$ cat config.mk
export PLATFORM = sky130hd
export DESIGN_NAME = hme_ip_tx_mti_reader
export DESIGN_NICKNAME = d
export VERILOG_FILES = /design/src/rtl/hme_ip_tx_mti_reader.sv
export SDC_FILE = /design/constraint.sdc
export NUM_CORES = 1
export LEC_CHECK = 0
export CORE_ASPECT_RATIO = 0.5
export CORE_MARGIN = 2
export CORE_UTILIZATION = 52
export DETAILED_ROUTE_END_ITERATION = 7
export PLACE_DENSITY_LB_ADDON = 0.3
export SLEW_MARGIN = 20
export SYNTH_ARGS = -nofsm -noshare
export SYNTH_HDL_FRONTEND = slang
export SYNTH_SLANG_ARGS = --single-unit
$ cat constraint.sdc
create_clock -name clkr -period 2.8 [get_ports clkr]
set_clock_uncertainty 0.15 [all_clocks]
set_input_delay 0.56 -clock clkr [delete_from_list [all_inputs] [get_ports clkr]]
set_output_delay 0.56 -clock clkr [all_outputs]
set_load 0.1 [all_outputs]
$ cat src/rtl/hme_ip_tx_mti_reader.sv
// ============================================================================
// Module      : hme_ip_tx_mti_reader
// Description : TX read-side controller. Treats the 768x32 TX RAM as two
//               frame buffers served in strict alternation. It fetches words
//               from the ready buffer and serializes them little-endian onto
//               the MTI byte stream with sof/eof markers. When a frame has
//               been fully accepted, the buffer is released with a one-cycle
//               buf_done_o pulse.
//               Optional feature macro: HME_TX_MTI_PAD_EN (pads short frames
//               with 0x00 bytes up to 60 bytes).
// Revision    : 1.0 - initial release
// ============================================================================
`default_nettype none

module hme_ip_tx_mti_reader #(
  parameter int BUF_WORDS = 384,
  parameter int LEN_W     = 11
) (
  input  logic             clkr,
  input  logic             rstn,
  input  logic [1:0]       buf_vld_i,
  input  logic [LEN_W-1:0] len0_i,
  input  logic [LEN_W-1:0] len1_i,
  output logic [1:0]       buf_done_o,
  output logic             cer,
  output logic [9:0]       ar,
  output logic             rd_ram_sel,
  input  logic [31:0]      qr,
  output logic [7:0]       mti_data_o,
  output logic             mti_val_o,
  output logic             mti_sof_o,
  output logic             mti_eof_o,
  input  logic             mti_rdy_i
);

  localparam int               WP_W    = $clog2(BUF_WORDS);
  localparam logic [LEN_W-1:0] MAX_LEN = LEN_W'(4 * BUF_WORDS);

`ifdef HME_TX_MTI_PAD_EN
  localparam logic             PAD_EN  = 1'b1;
`else
  localparam logic             PAD_EN  = 1'b0;
`endif

  typedef enum logic [2:0] {
    S_IDLE  = 3'd0,
    S_FETCH = 3'd1,
    S_LOAD  = 3'd2,
    S_SEND  = 3'd3,
    S_DONE  = 3'd4
  } state_t;

  state_t            state_q;
  logic              cur_q;
  logic [LEN_W-1:0]  len_q;
  logic [LEN_W-1:0]  bcnt_q;
  logic [WP_W-1:0]   wptr_q;
  logic              cer_q;
  logic              rvld_q;
  logic [31:0]       cur_word_q;
  logic [31:0]       nxt_word_q;
  logic [7:0]        data_q;
  logic              val_q;
  logic              sof_q;
  logic              eof_q;
  logic [1:0]        done_q;

  logic [LEN_W-1:0]  len_raw_d;
  logic [LEN_W-1:0]  len_in_d;
  logic [LEN_W-1:0]  nwords_d;
  logic [LEN_W-1:0]  tot_d;
  logic [LEN_W-1:0]  last_d;
  logic [LEN_W-1:0]  bnext_d;
  logic              more_d;
  logic              acc_d;
  logic [31:0]       src_word_d;
  logic [7:0]        nbyte_d;

  // Length selection/clipping, frame totals and next-byte selection
  always_comb begin
    len_raw_d  = cur_q ? len1_i : len0_i;
    len_in_d   = (len_raw_d > MAX_LEN) ? MAX_LEN : len_raw_d;
    nwords_d   = (len_q + LEN_W'(3)) >> 2;
`ifdef HME_TX_MTI_PAD_EN
    tot_d      = (len_q < LEN_W'(60)) ? LEN_W'(60) : len_q;
`else
    tot_d      = len_q;
`endif
    last_d     = tot_d - LEN_W'(1);
    bnext_d    = bcnt_q + LEN_W'(1);
    // Another data word remains beyond the most recently read one
    more_d     = (LEN_W'(wptr_q) + LEN_W'(1)) < nwords_d;
    acc_d      = val_q & mti_rdy_i;
    src_word_d = (bnext_d[1:0] == 2'b00) ? nxt_word_q : cur_word_q;
    nbyte_d    = src_word_d[{bnext_d[1:0], 3'b000} +: 8];
    // Bytes past the real frame length are pad bytes
    if (bnext_d >= len_q) begin
      nbyte_d = 8'h00;
    end
  end

  // Frame sequencing FSM with registered RAM and MTI outputs
  always_ff @(posedge clkr or negedge rstn) begin
    if (!rstn) begin
      state_q    <= S_IDLE;
      cur_q      <= 1'b0;
      len_q      <= '0;
      bcnt_q     <= '0;
      wptr_q     <= '0;
      cer_q      <= 1'b0;
      rvld_q     <= 1'b0;
      cur_word_q <= '0;
      nxt_word_q <= '0;
      data_q     <= '0;
      val_q      <= 1'b0;
      sof_q      <= 1'b0;
      eof_q      <= 1'b0;
      done_q     <= '0;
    end else begin
      done_q <= 2'b00;
      cer_q  <= 1'b0;
      rvld_q <= cer_q;
      case (state_q)
        S_IDLE: begin
          if (buf_vld_i[cur_q]) begin
            len_q  <= len_in_d;
            wptr_q <= '0;
            bcnt_q <= '0;
            if (len_in_d == '0) begin
              if (PAD_EN) begin
                // Zero-length frame becomes a full pad frame, no RAM reads
                data_q  <= 8'h00;
                val_q   <= 1'b1;
                sof_q   <= 1'b1;
                eof_q   <= 1'b0;
                state_q <= S_SEND;
              end else begin
                done_q[cur_q] <= 1'b1;
                state_q       <= S_DONE;
              end
            end else begin
              cer_q   <= 1'b1;
              state_q <= S_FETCH;
            end
          end
        end
        S_FETCH: begin
          state_q <= S_LOAD;
        end
        S_LOAD: begin
          cur_word_q <= qr;
          data_q     <= qr[7:0];
          val_q      <= 1'b1;
          sof_q      <= 1'b1;
          eof_q      <= (tot_d == LEN_W'(1));
          // Prefetch word 1 while word 0 is being presented
          if (more_d) begin
            wptr_q <= wptr_q + WP_W'(1);
            cer_q  <= 1'b1;
          end
          state_q <= S_SEND;
        end
        S_SEND: begin
          if (rvld_q) begin
            nxt_word_q <= qr;
          end
          if (acc_d) begin
            if (bcnt_q == last_d) begin
              data_q        <= 8'h00;
              val_q         <= 1'b0;
              sof_q         <= 1'b0;
              eof_q         <= 1'b0;
              done_q[cur_q] <= 1'b1;
              state_q       <= S_DONE;
            end else begin
              bcnt_q <= bnext_d;
              data_q <= nbyte_d;
              sof_q  <= 1'b0;
              eof_q  <= (bnext_d == last_d);
              // Word boundary: prefetched word becomes current, fetch the next
              if (bnext_d[1:0] == 2'b00) begin
                cur_word_q <= nxt_word_q;
                if (more_d) begin
                  wptr_q <= wptr_q + WP_W'(1);
                  cer_q  <= 1'b1;
                end
              end
            end
          end
        end
        S_DONE: begin
          cur_q   <= ~cur_q;
          wptr_q  <= '0;
          state_q <= S_IDLE;
        end
        default: begin
          state_q <= S_IDLE;
        end
      endcase
    end
  end

  assign ar         = (cur_q ? 10'(BUF_WORDS) : 10'd0) + 10'(wptr_q);
  assign cer        = cer_q;
  assign rd_ram_sel = cur_q;
  assign buf_done_o = done_q;
  assign mti_data_o = data_q;
  assign mti_val_o  = val_q;
  assign mti_sof_o  = sof_q;
  assign mti_eof_o  = eof_q;

endmodule

`default_nettype wire

-- Word-level counts from Yosys, hierarchy flattened
Cells that the tools add are included.
- muxes and demuxes: 50
- reductions and logical operators: 15
- eq/ne operators: 12
- order comparisons: 5
- $add $sub $neg: 6
- shift operators: 1
- bitwise gates (word level): 2
- operator list (kind ; number):
    two-way mux 32 bit ; 3
    one-hot mux 32 bit (2 select lines) ; 1
    two-way mux 11 bit ; 5
    two-way mux 9 bit ; 6
    one-hot mux 9 bit (4 select lines) ; 1
    indexed part select 32 x 6 -> 8 bit ; 1
    two-way mux 8 bit ; 3
    equality test 11 bit ; 2
    one-hot mux 11 bit (2 select lines) ; 1
    one-hot mux 8 bit (2 select lines) ; 1
    two-way mux 1 bit ; 14
    two-way mux 3 bit ; 4
    one-hot mux 3 bit (4 select lines) ; 1
    adder 11 x 1 -> 11 bit (second input constant) ; 1
    adder 11 x 2 -> 11 bit (second input constant) ; 1
    equality test 11 x 1 -> 1 bit (second input constant) ; 1
    >= comparator 11 bit ; 1
    > comparator 11 bit (second input constant) ; 1
    logical NOT 11 bit ; 1
    subtractor 11 x 1 -> 11 bit (second input constant) ; 1
    adder 9 x 1 -> 10 bit (second input constant) ; 1
    adder 9 x 9 -> 10 bit ; 1
    less-than comparator 10 x 9 -> 1 bit ; 1
    != test 2 bit (second input constant) ; 5
    22 further kinds ; 33
- output and inout bits: 25
- logic and storage cells: 105
- register bits after elaboration: 114

-- Logic depth before layout (Yosys ltp)
Gate-level depths: netlist of run 1.
- depth after elaboration: 8
- depth in mapped cells: 13
- mapped depth without buffers: 12

-- Worst setup path before layout of run 1
OpenSTA, ideal clock, no wires.
- path kind: register to register
- start point: reg len_q[2]
- end point: reg wptr_q[8]
- required time: 2.529 ns
- setup slack: -0.256 ns
- path buffers: 1
- stages on the path, launching flop included: 14
- arrival: 2.785 ns
- period minus slack after synthesis: 3.056 ns
- cells stage by stage: dfrtp_1 -> buf_1 -> nand4_1 -> nor2_1 -> nand4_1 -> xnor2_1 -> ha_1 -> a21o_1 -> a21oi_1 -> o21ai_0 -> a211oi_1 -> o22ai_1 -> or2_2 -> a22o_1
- word-level cells in the longest chain between the ends: 7
- elaborated cells on any way between the ends: 11
- ends and longest elaborated chain (what ; line ; source):
    start: declaration ; 55 ; logic [LEN_W-1:0] len_q;
    start signal: assignment ; 126 ; len_q <= len_in_d;
    adder 11 x 2 -> 11 bit ; 83 ; nwords_d = (len_q + LEN_W'(3)) >> 2;
    less-than comparator 10 x 9 -> 1 bit ; 92 ; more_d = (LEN_W'(wptr_q) + LEN_W'(1)) < nwords_d;
    two-way mux 9 bit (4 in series) ; -- ;
    one-hot mux 9 bit (4 select lines) ; -- ;
    end signal: assignment ; 158 ; wptr_q <= wptr_q + WP_W'(1);
    end signal: assignment ; 184 ; wptr_q <= wptr_q + WP_W'(1);
    end: declaration ; 57 ; logic [WP_W-1:0] wptr_q;
Several ways; a longest one is shown, not always the timed one. The select of a mux whose other input is x is not followed.
A chain may end at the register's enable or synchronous reset.

-- Worst setup path after layout of run 1
- start point: reg len_q[3]
- end point: reg wptr_q[6]
Same word-level chain as after synthesis.

==> reports/results.ini, run 1 <==
[outcome]
status = finished, violations left
violations = negative setup slack

[logic_synthesis]
ys_ff_latch = 114
syn_nets = 798
ys.flop_type = dfrtp_1
synthDistinctLibCells = 68
synth_edf_count = 0
ys_async_sr_fraction = 1.00
syn-cell-area_mm2 = 0.00730
ys_seq_area_frac = 0.391
syn_area_per_cell_um2 = 10.2
yosys_warnings = 0
syn_inst = 714

[power]
p_clk_frac = 0.258
p_int_mw = 5.39
seqPwrFrac = 0.310
vdd_drop_max_mv = 0.406
p_leak_nw = 4.48
p_switching_mw = 3.25
power_frac_comb = 0.432
powerDensity_mw_per_mm2 = 815
netSwitchingFraction = 0.376

[global_route]
grt_pass1_wl_um = 34800
grt_use_total = 0.302
gr-total-overflow = 0
grt_max_degree = 53
antenna_found_initial = 0
grt_pass1_vias = 6819

[route]
avgViaCountPerCell = 6.40
wl_per_cell_um = 22.6
num_vias = 7014
first_pass_iters = 7
wl_um = 24800
drc = 0
ant_nets = 0
drt_iter0_drc = 639

[timing]
maxSlewViolCount = 0
rsz0062_at_grt = true
tightest_slew_ns = 0.637
finalHoldViolations = 0
fmax_mhz = 320
hold_slack_ns = 0.264
fin_ws_ns = -0.327
period_share = 1.12
fin_crit_ns = 3.13
setup_viol = 68
relSlewSlack = 0.575

[hold_path]
hp-start = cer
hold_class = reg -> reg
hold_end = rvld_q
hold_path_depth = 0

[clocking]
cts_buffers = 17
cts_tree = yes
cts.path.max_buffers = 2
cts_sinks = 114
cts-root-buf = clkbuf_16
clk_latency_ns = 0.43
htreeDepth = 4
path_clk_slew_ns = 0.06

[layout]
regArea_mm2 = 0.00286
final_common_cell = buf_4
syn2layout_area_growth_pct = 45.5
final_cell_mix = 128 x buf_4, 111 x dfrtp_1, 57 x clkdlybuf4s50_1
multi_input_area_mm2 = 0.00492
antenna_cells = 0
post_route_cells_drive_above_1_share = 0.414
final_cell_count_no_fill = 1096
nFillCells = 788
final_util = 0.779
nNetsFinal = 975

[worst_setup_path]
end_kind = register
r2r-start = len_q[3]
required_ns = 2.96
cp_max_fo = 5
r2r_setup_slack_ns = -0.33
r2r-end = wptr_q[6]
path_class = reg -> reg
crit_start = len_q[3]
r2r.worst_path.cells = 13
cp-start-kind = register
arrival_ns = 3.29

[placement]
dp_cells = 1033
dp_hpwl_um = 14200
place.gp.congestion = 0.915
port_buffers = 83

[floorplan]
die-area_mm2 = 0.0151
initial_core_util = 0.535
row_count = 30
die_y_um = 87.8
io_pins = 84
die_x_um = 172
core_mm2 = 0.0136

[flow_run]
maxCapViolCount = 0

==> synthesized netlist by cell type (3+ instances only) <==
cell type  instances  area share
mux2_2            35       0.054
o31ai_1           12       0.012
and3_1            16       0.014
o21a_1             4      0.0041
nand3b_1          32       0.033
buf_4              8      0.0082
or2_2             13       0.011
o211ai_1           3      0.0031
inv_1             18      0.0093
buf_2              9      0.0062
a22o_1             8      0.0096
ha_1              24       0.041
xor2_1            13       0.016
nand2_1           39       0.020
dfrtp_1          114        0.39
nor2_1            24       0.012
o21ai_0           65       0.045
a21o_1             6      0.0062
mux2i_1           18       0.025
a21oi_1           18       0.012
nand4_1           11      0.0094
clkbuf_1          27       0.014
a211oi_1           6      0.0062
xnor2_1           35       0.042
nand3_1           14      0.0096
nor2b_1            3      0.0026
nand2b_1           4      0.0034
buf_1              8      0.0041
or4_1              3      0.0031
mux4_2            16       0.049
and2_1             7      0.0060
a2bb2oi_1         32       0.038
nor3_1            14      0.0096
nor4_1             8      0.0069
o22ai_1            3      0.0026
==> logic make-up after synthesis <==
family          Yosys count  synth area share
simple gates            204             0.161
buf+inv                  71            0.0432
compound gates          182             0.173
mux                      69             0.128
fa+ha+maj                25            0.0439
xor+xnor                 49            0.0607
flops                   114             0.391
==> layout make-up <==
cell class              instances  share of cell area
clock inverters                14              0.0143
repair buffers                211               0.182
inverters                      18             0.00637
clock buffers                  18              0.0414
flip-flops and latches        114               0.269
well taps                     192              0.0226
multi-input cells             529               0.464
==> repair_timing <==
action,CTS,global route
hold buffers,1,0
gates cloned,0,5
pin swaps,37,61
endpoints found under the hold margin,27,0
resized for setup,73,91
endpoints found under the setup margin,68,68
setup buffers,17,9
==> power by group through the flow <==
| stage | sequential, mW | combinational (mW) | clock (mW) |
|---|---|---|---|
| 2_1_floorplan | 2.97 | 1.87 | 0 |
| 3_3_place_gp | 2.59 | 3.04 | 0 |
| 3_5_place_dp | 2.62 | 3.14 | 0 |
| 4_1_cts | 2.61 | 3.33 | 2.21 |
| 5_1_grt | 2.74 | 3.90 | 2.32 |
| 6_report | 2.68 | 3.74 | 2.23 |
==> sequential cells by signal (all words and copies together) (netlist names), 2 cells and up <==
register    flops
len_q          11
state_q         3
buf_done_o      2
nxt_word_q     32
mti_data_o      8
bcnt_q         11
wptr_q          9
cur_word_q     32
==> worst max-delay path by stage <==
stage | end | slack, ns | cells after the start
6_report | wptr_q[6] | -0.33 | 13
5_1_grt | wptr_q[7] | -0.39 | 13
4_1_cts | bcnt_q[7] | -0.10 | 8
3_5_place_dp | wptr_q[2] | -0.33 | 11
3_3_place_gp | buf_done_o[1] | -0.22 | 8
2_1_floorplan | wptr_q[8] | -0.16 | 13
==> through the flow <==
stage | worst slack (ns) | power [mW] | TNS [ns] | instance area (um^2)
floorplan | -0.161 | 4.84 | -0.695 | 7340
detailed placement | -0.325 | 5.76 | -14.42 | 8920
finish | -0.327 | 8.64 | -8.54 | 10600
CTS | -0.103 | 8.16 | -1.27 | 9950
global placement | -0.218 | 5.63 | -9.87 | 8920
global route | -0.395 | 8.96 | -14.15 | 10600
==> metal layers <==
metal,up-vias,track usage,part of all wire
met5,-,0,0
met4,0,0.130,0.058
met3,142,0.0642,0.080
met2,428,0.512,0.47
met1,3423,0.382,0.39
li1,3021,-,-
==> worst max-delay path, cell delays in order (launching register included) <==
cell      delay [ns]
dfrtp_1         0.43
buf_6           0.16
inv_1           0.20
buf_4           0.20
xnor2_2         0.14
ha_1            0.27
o211ai_1        0.23
a31o_2          0.18
a21oi_4         0.08
a211oi_2        0.29
o22ai_2         0.12
buf_4           0.18
o21ai_0         0.26
nand3_1         0.13
Note: power is estimated with default switching activity, not from simulation.
==> run 2, diff against run 1 <==
--- a/config.mk
+++ b/config.mk
@@ -9,6 +9,7 @@
 export CORE_MARGIN = 2
 export CORE_UTILIZATION = 52
 export DETAILED_ROUTE_END_ITERATION = 7
+export GPL_TIMING_DRIVEN = 1
 export PLACE_DENSITY_LB_ADDON = 0.3
 export SLEW_MARGIN = 20
 export SYNTH_ARGS = -nofsm -noshare
==> results of run 2 <==
The final DEF is identical to that of run 1; final timing and power are the same.
